--- src/rtl/mult_div_unit.sv ---
// Multicycle signed/unsigned multiply and divide engine producing HI/LO for the CPU.
// Latency: WIDTH+2 edges from start accept to done (1 edge for divide-by-zero).
// Backpressure: none; start is honoured only when idle, busy tells the control unit to stall.
//
// Ports:
//   clk         system clock, rising edge
//   reset       asynchronous active-low reset
//   start/op    operation request (00 MULT, 01 MULTU, 10 DIV, 11 DIVU), sampled only when idle
//   a/b         operands, latched on the accept edge
//   busy        high from the accept edge until done rises
//   done/div0   one-cycle completion pulse; div0 flags DIV/DIVU with b == 0
//   hi/lo       product halves, or remainder/quotient; held until the next good result
module mult_div_unit #(
  parameter int WIDTH = 32,
  parameter int CNT_W = $clog2(WIDTH + 1)
) (
  input  logic             clk,
  input  logic             reset,
  input  logic             start,
  input  logic [1:0]       op,
  input  logic [WIDTH-1:0] a,
  input  logic [WIDTH-1:0] b,
  output logic             busy,
  output logic             done,
  output logic             div0,
  output logic [WIDTH-1:0] hi,
  output logic [WIDTH-1:0] lo
);

  typedef enum logic [1:0] {
    ST_IDLE = 2'd0,
    ST_CALC = 2'd1,
    ST_FIX  = 2'd2,
    ST_DONE = 2'd3
  } state_t;

  state_t             state_q, state_d;
  logic [1:0]         op_q, op_d;
  logic [WIDTH-1:0]   a_mag_q, a_mag_d;   // multiplier / dividend, shifts into quotient
  logic [WIDTH-1:0]   b_mag_q, b_mag_d;   // multiplicand / divisor magnitude
  logic [WIDTH-1:0]   part_q, part_d;     // upper product half / partial remainder
  logic [CNT_W-1:0]   cnt_q, cnt_d;
  logic               neg_res_q, neg_res_d;  // negate product / quotient
  logic               neg_rem_q, neg_rem_d;  // negate remainder (dividend sign)
  logic               dz_q, dz_d;            // operation in flight is a divide by zero
  logic               busy_q, busy_d;
  logic               done_q, done_d;
  logic               div0_q, div0_d;
  logic [WIDTH-1:0]   hi_q, hi_d;
  logic [WIDTH-1:0]   lo_q, lo_d;

  logic               in_signed;
  logic               in_div;
  logic [WIDTH:0]     sum_mul;
  logic [WIDTH:0]     rem_sh;
  logic [WIDTH-1:0]   rem_sub;
  logic               rem_ge;
  logic [2*WIDTH-1:0] prod_fix;

  assign in_signed = ~op[0];
  assign in_div    = op[1];

  // Multiply step: conditionally add the multiplicand into the upper half, then the
  // {carry, part, a_mag} chain shifts right by one.
  assign sum_mul = {1'b0, part_q} + (a_mag_q[0] ? {1'b0, b_mag_q} : {(WIDTH+1){1'b0}});

  // Divide step: partial remainder is always < divisor, so after the left shift it
  // needs one extra bit, and a successful subtract fits back into WIDTH bits.
  assign rem_sh  = {part_q, a_mag_q[WIDTH-1]};
  assign rem_ge  = rem_sh >= {1'b0, b_mag_q};
  assign rem_sub = rem_sh[WIDTH-1:0] - b_mag_q;

  assign prod_fix = (~op_q[0] & neg_res_q) ? -{part_q, a_mag_q} : {part_q, a_mag_q};

  always_comb begin
    state_d   = state_q;
    op_d      = op_q;
    a_mag_d   = a_mag_q;
    b_mag_d   = b_mag_q;
    part_d    = part_q;
    cnt_d     = cnt_q;
    neg_res_d = neg_res_q;
    neg_rem_d = neg_rem_q;
    dz_d      = dz_q;
    hi_d      = hi_q;
    lo_d      = lo_q;

    case (state_q)
      ST_IDLE: begin
        // The done cycle is still the tail of the previous operation.
        if (start && !done_q) begin
          op_d      = op;
          a_mag_d   = (in_signed && a[WIDTH-1]) ? -a : a;
          b_mag_d   = (in_signed && b[WIDTH-1]) ? -b : b;
          neg_res_d = in_signed & (a[WIDTH-1] ^ b[WIDTH-1]);
          neg_rem_d = in_signed & a[WIDTH-1];
          part_d    = '0;
          cnt_d     = CNT_W'(WIDTH);
          dz_d      = in_div && (b == '0);
          state_d   = (in_div && (b == '0)) ? ST_DONE : ST_CALC;
        end
      end
      ST_CALC: begin
        cnt_d = cnt_q - 1'b1;
        if (op_q[1]) begin
          part_d  = rem_ge ? rem_sub : rem_sh[WIDTH-1:0];
          a_mag_d = {a_mag_q[WIDTH-2:0], rem_ge};
        end else begin
          part_d  = sum_mul[WIDTH:1];
          a_mag_d = {sum_mul[0], a_mag_q[WIDTH-1:1]};
        end
        if (cnt_q == CNT_W'(1)) begin
          state_d = ST_FIX;
        end
      end
      ST_FIX: begin
        // Unsigned ops have both sign flags clear, so they pass straight through.
        if (op_q[1]) begin
          lo_d = neg_res_q ? -a_mag_q : a_mag_q;
          hi_d = neg_rem_q ? -part_q : part_q;
        end else begin
          lo_d = prod_fix[WIDTH-1:0];
          hi_d = prod_fix[2*WIDTH-1:WIDTH];
        end
        state_d = ST_DONE;
      end
      ST_DONE: begin
        state_d = ST_IDLE;
      end
      default: begin
        state_d = ST_IDLE;
      end
    endcase

    // Registered outputs: done/div0 are the registered image of the DONE state, and
    // busy drops on the same edge that raises done.
    busy_d = (state_d != ST_IDLE);
    done_d = (state_q == ST_DONE);
    div0_d = (state_q == ST_DONE) && dz_q;
  end

  always_ff @(posedge clk or negedge reset) begin
    if (!reset) begin
      state_q   <= ST_IDLE;
      op_q      <= '0;
      a_mag_q   <= '0;
      b_mag_q   <= '0;
      part_q    <= '0;
      cnt_q     <= '0;
      neg_res_q <= 1'b0;
      neg_rem_q <= 1'b0;
      dz_q      <= 1'b0;
      busy_q    <= 1'b0;
      done_q    <= 1'b0;
      div0_q    <= 1'b0;
      hi_q      <= '0;
      lo_q      <= '0;
    end else begin
      state_q   <= state_d;
      op_q      <= op_d;
      a_mag_q   <= a_mag_d;
      b_mag_q   <= b_mag_d;
      part_q    <= part_d;
      cnt_q     <= cnt_d;
      neg_res_q <= neg_res_d;
      neg_rem_q <= neg_rem_d;
      dz_q      <= dz_d;
      busy_q    <= busy_d;
      done_q    <= done_d;
      div0_q    <= div0_d;
      hi_q      <= hi_d;
      lo_q      <= lo_d;
    end
  end

  assign busy = busy_q;
  assign done = done_q;
  assign div0 = div0_q;
  assign hi   = hi_q;
  assign lo   = lo_q;

endmodule

--- config.mk ---
export PLATFORM = sky130hd
export DESIGN_NAME = mult_div_unit
export DESIGN_NICKNAME = d
export VERILOG_FILES = /design/src/rtl/mult_div_unit.sv
export SDC_FILE = /design/constraint.sdc
export NUM_CORES = 1
export LEC_CHECK = 0
export BUFFER_PORTS_ARGS = -buffer_cell sky130_fd_sc_hd__buf_2
export CAP_MARGIN = 20
export CORE_ASPECT_RATIO = 1.1
export CORE_UTILIZATION = 25
export CTS_CLUSTER_SIZE = 10
export DETAILED_ROUTE_END_ITERATION = 16
export GPL_TIMING_DRIVEN = 0
export PLACE_DENSITY_LB_ADDON = 0.12
export RECOVER_POWER = 25
export SKIP_LAST_GASP = 1
export SLEW_MARGIN = 20
export SYNTH_ARGS = -nofsm -noshare
export SYNTH_HDL_FRONTEND = slang
export SYNTH_SLANG_ARGS = --single-unit
export TNS_END_PERCENT = 1
--- constraint.sdc ---
create_clock -name clk -period 3.7 [get_ports clk]
set_input_delay 0.74 -clock clk [delete_from_list [all_inputs] [get_ports clk]]
set_output_delay 0.74 -clock clk [all_outputs]
set_load 0.02 [all_outputs]
==> impl_metrics.sql <==
INSERT INTO impl_metrics (metric_group, metric, value, unit) VALUES
('synth', 'avgSynthCellArea', '7.955', 'µm²'),
('layout', 'finish.cell_count_without_fillers', '2650', ''),
('floorplan', 'dieWidth', '226.7', 'µm'),
('sta', 'finalMaxSlewViolations', '77', ''),
('sta', 'timing.fmax', '280.4', 'MHz'),
('hold_path', 'min-delay-path-class', 'register to register', ''),
('synth', 'yosys.cell_count.top_type', 'sky130_fd_sc_hd__nand2_1', ''),
('sta', 'grt_setup_unrepaired', 'true', ''),
('job', 'max-cap-violations', '1', ''),
('routing', 'wl_per_cell', '21.18', 'µm'),
('setup_path', 'worstPathArrival', '3.94', 'ns'),
('power', 'total_switching_power', '9456', 'µW'),
('synth', 'post_synth_inst_count', '1746', ''),
('synth', 'synth_adder_area_share', '6.594', '%'),
('sta', 'final_min_period_over_clock_period', '96.40', '%'),
('place', 'pre_cts_slack', '-0.9742', 'ns'),
('clocking', 'cts_root_buffer', 'sky130_fd_sc_hd__clkbuf_16', ''),
('floorplan', 'boundaryPins', '136', ''),
('clocking', 'clock_tree_from_tritoncts', 'yes', ''),
('synth', 'synth-compound-area-share', '24.19', '%'),
('place', 'gp_congestion', '0.8839', ''),
('power', 'p_leak', '0.006978', 'µW'),
('floorplan', 'initial_core_util', '25.33', '%'),
('synth', 'most_common_flop_cell_mapped_by_yosys', 'sky130_fd_sc_hd__dfrtp_1', ''),
('synth', 'synth.net_count', '1887', ''),
('global_route', 'grt_pass1_wl', '84360', 'µm'),
('synth', 'synth.cell_area', '13890', 'µm²'),
('synth', 'synthTopCellsByCount', 'sky130_fd_sc_hd__nand2_1, sky130_fd_sc_hd__o21ai_0, sky130_fd_sc_hd__dfrtp_1, sky130_fd_sc_hd__nor2_1, sky130_fd_sc_hd__a21oi_1', ''),
('synth', 'synth.top_cell.area_share', '31.71', '%'),
('place', 'io_buffer_count', '135', ''),
('sta', 'tightestPinTransition', '2.095', 'ns'),
('global_route', 'grtUsageTotal', '20.06', '%'),
('clocking', 'number_of_h_tree_levels', '4', ''),
('floorplan', 'chipHeight', '249.2', 'µm'),
('power', 'power_density', '1087', 'nW/µm²'),
('global_route', 'grt_max_degree', '78', ''),
('synth', 'post_synth_main_area_contributors', 'sky130_fd_sc_hd__dfrtp_1, sky130_fd_sc_hd__o21ai_0, sky130_fd_sc_hd__xnor2_1', ''),
('power', 'clock_power_share', '10.4', '%'),
('global_route', 'busiest_layer', 'met2', ''),
('floorplan', 'rows', '90', ''),
('layout', 'diodes', '0', ''),
('sta', 'final.setup_skew', '0.01647', 'ns'),
('sta', 'whs', '0.4737', 'ns'),
('clocking', 'cts.path.max_buffers', '2', ''),
('layout', 'drive_above_1_share', '11.44', '%'),
('setup_path', 'worst-endpoint-required', '4.07', 'ns'),
('global_route', 'first_global_vias', '13520', ''),
('setup_path', 'critPathLaunchType', 'register', ''),
('global_route', 'grt_overflow_total', '0', ''),
('power', 'seq_power_share', '22.6', '%'),
('routing', 'wl', '56130', 'µm'),
('synth', 'postSynthRegisterBits', '176', ''),
('routing', 'number_of_nets_still_failing_antenna_checks_after_routing', '0', ''),
('routing', 'drt_drc_violations_left', '0', ''),
('place', 'dpl.hpwl', '43800', 'µm'),
('run_status', 'run_status', 'finished, violations left', ''),
('synth', 'seq_area_frac_synth', '31.71', '%'),
('place', 'placed_cells', '2619', ''),
('synth', 'synth_area_leader_cell', 'sky130_fd_sc_hd__dfrtp_1', ''),
('power', 'power_frac_comb', '67.1', '%'),
('global_route', 'antenna_found_initial', '0', ''),
('clocking', 'number_of_clock_buffers_inserted_by_tritoncts', '17', ''),
('synth', 'synthXorXnorAreaFrac', '10.91', '%'),
('clocking', 'tritoncts_num_sinks', '176', ''),
('run_status', 'failed_checks', 'capacitance limit, slew limit', ''),
('setup_path', 'worst_r2r_path_depth', '10', ''),
('routing', 'vias', '13570', ''),
('synth', 'synthSimpleGateAreaFrac', '17.94', '%'),
('setup_path', 'timing.setup.critical_path_class', 'register to register', ''),
('clocking', 'cts_hold_repair.buffers', '0', ''),
('floorplan', 'floorplan.core_area', '54840', 'µm²');
## placed cells by master (no fill, tap or decap), types with 7 or more instances in the layout
| master | count |
|---|---|
| sky130_fd_sc_hd__a21oi_1 | 119 |
| sky130_fd_sc_hd__nand2b_1 | 17 |
| sky130_fd_sc_hd__or4_1 | 10 |
| sky130_fd_sc_hd__nor3_1 | 28 |
| sky130_fd_sc_hd__nor4_1 | 15 |
| sky130_fd_sc_hd__xor2_1 | 65 |
| sky130_fd_sc_hd__o41ai_1 | 8 |
| sky130_fd_sc_hd__o211ai_1 | 41 |
| sky130_fd_sc_hd__o21ai_1 | 11 |
| sky130_fd_sc_hd__dfrtp_1 | 175 |
| sky130_fd_sc_hd__buf_1 | 8 |
| sky130_fd_sc_hd__inv_1 | 68 |
| sky130_fd_sc_hd__nor2b_1 | 11 |
| sky130_fd_sc_hd__clkbuf_1 | 75 |
| sky130_fd_sc_hd__mux2i_1 | 51 |
| sky130_fd_sc_hd__nor2_1 | 136 |
| sky130_fd_sc_hd__o21a_1 | 12 |
| sky130_fd_sc_hd__or3_1 | 7 |
| sky130_fd_sc_hd__nand4_1 | 9 |
| sky130_fd_sc_hd__clkbuf_16 | 17 |
| sky130_fd_sc_hd__buf_2 | 139 |
| sky130_fd_sc_hd__o31ai_1 | 20 |
| sky130_fd_sc_hd__nand2_1 | 232 |
| sky130_fd_sc_hd__buf_4 | 7 |
| sky130_fd_sc_hd__o21ai_0 | 215 |
| sky130_fd_sc_hd__nand3_1 | 28 |
| sky130_fd_sc_hd__a22oi_1 | 7 |
| sky130_fd_sc_hd__and3_1 | 14 |
| sky130_fd_sc_hd__a31oi_1 | 24 |
| sky130_fd_sc_hd__a211oi_1 | 12 |
| sky130_fd_sc_hd__xnor2_1 | 108 |
| sky130_fd_sc_hd__a21o_1 | 29 |
| sky130_fd_sc_hd__ha_1 | 70 |
## timing repair
| item | CTS | global route |
|---|---|---|
| pin swaps | 2 | 3 |
| resized for setup | 20 | 16 |
| setup buffers | 3 | 1 |
| endpoints found under the setup margin | 43 | 27 |
## final timing paths
path | from | endpoint | slack [ns]
worst max-delay path | a_mag_q[0] | hi[29] | 0.13
worst min-delay path | lo[4] | lo[4] | 0.47
worst max register to register | a_mag_q[0] | hi[29] | 0.13
worst min register to register | lo[4] | lo[4] | 0.47
max in group asynchronous | reset | b_mag_q[21] | 1.49
min in group asynchronous | reset | lo[18] | 0.77
## metrics by stage
step / area, µm² / TNS (ns) / total power [µW] / utilization (%)
6_report: 16230 / 0 / 17640 / 29.59
3_5_place_dp: 15550 / -20.12 / 15590 / 28.36
5_1_grt: 16230 / -0.02701 / 19100 / 29.59
2_1_floorplan: 13890 / 0 / 11760 / -
3_3_place_gp: 15490 / -255.16 / 15560 / 28.24
4_1_cts: 16190 / -0.3965 / 17620 / 29.53
## area by class of cell
cell class              count  area (µm²)
clock buffers              18       429.2
repair buffers            141       760.7
well taps                 736       920.9
inverters                  70       265.3
flip-flops and latches    176        4405
fillers                  6031       38610
clock inverters            14       125.1
multi-input cells        1401        8940
plain buffers              94       380.4
## metal layers
layer / wire length [µm] / up-vias / part of all wire (%)
met5: 0 / - / 0
met4: 1104 / 0 / 2.0
met3: 2139 / 57 / 3.8
met2: 26980 / 304 / 48
met1: 25900 / 6678 / 46
li1: - / 6526 / -
## power groups by stage
stage / Combinational (µW) / Clock [µW] / Sequential, µW
3_3_place_gp: 11600 / 0 / 3980
4_1_cts: 11800 / 1890 / 3970
5_1_grt: 13000 / 1950 / 4100
6_report: 11800 / 1830 / 3980
3_5_place_dp: 11600 / 0 / 4010
2_1_floorplan: 7850 / 0 / 3910
## cells by family after synthesis
| family | Yosys count |
|---|---|
| muxes | 55 |
| adders and majority gates | 72 |
| buffers and inverters | 169 |
| xor gates and xnor gates | 173 |
| DFF | 176 |
| and+or+nand+nor | 543 |
| AOI/OAI and AO/OA | 558 |
## flip-flops by register name, summed over array words and instances (netlist names)
signal     flops
op_q           2
div0           1
done           1
hi            32
cnt_q          6
neg_res_q      1
busy           1
dz_q           1
state_q        2
part_q        32
neg_rem_q      1
a_mag_q       32
b_mag_q       32
lo            32
## critical path, cell delays in order, from the launching register on
cell and delay (ns):
sky130_fd_sc_hd__dfrtp_2 0.50, sky130_fd_sc_hd__nor3_1 0.62, sky130_fd_sc_hd__and4_1 0.31, sky130_fd_sc_hd__clkbuf_1 0.28, sky130_fd_sc_hd__nand3_1 0.19, sky130_fd_sc_hd__or3_4 0.39
sky130_fd_sc_hd__or3_4 0.41, sky130_fd_sc_hd__o22ai_1 0.16, sky130_fd_sc_hd__a21oi_1 0.08, sky130_fd_sc_hd__xnor2_1 0.35, sky130_fd_sc_hd__o21ai_0 0.12
Note: power is estimated with default switching activity, not from simulation.
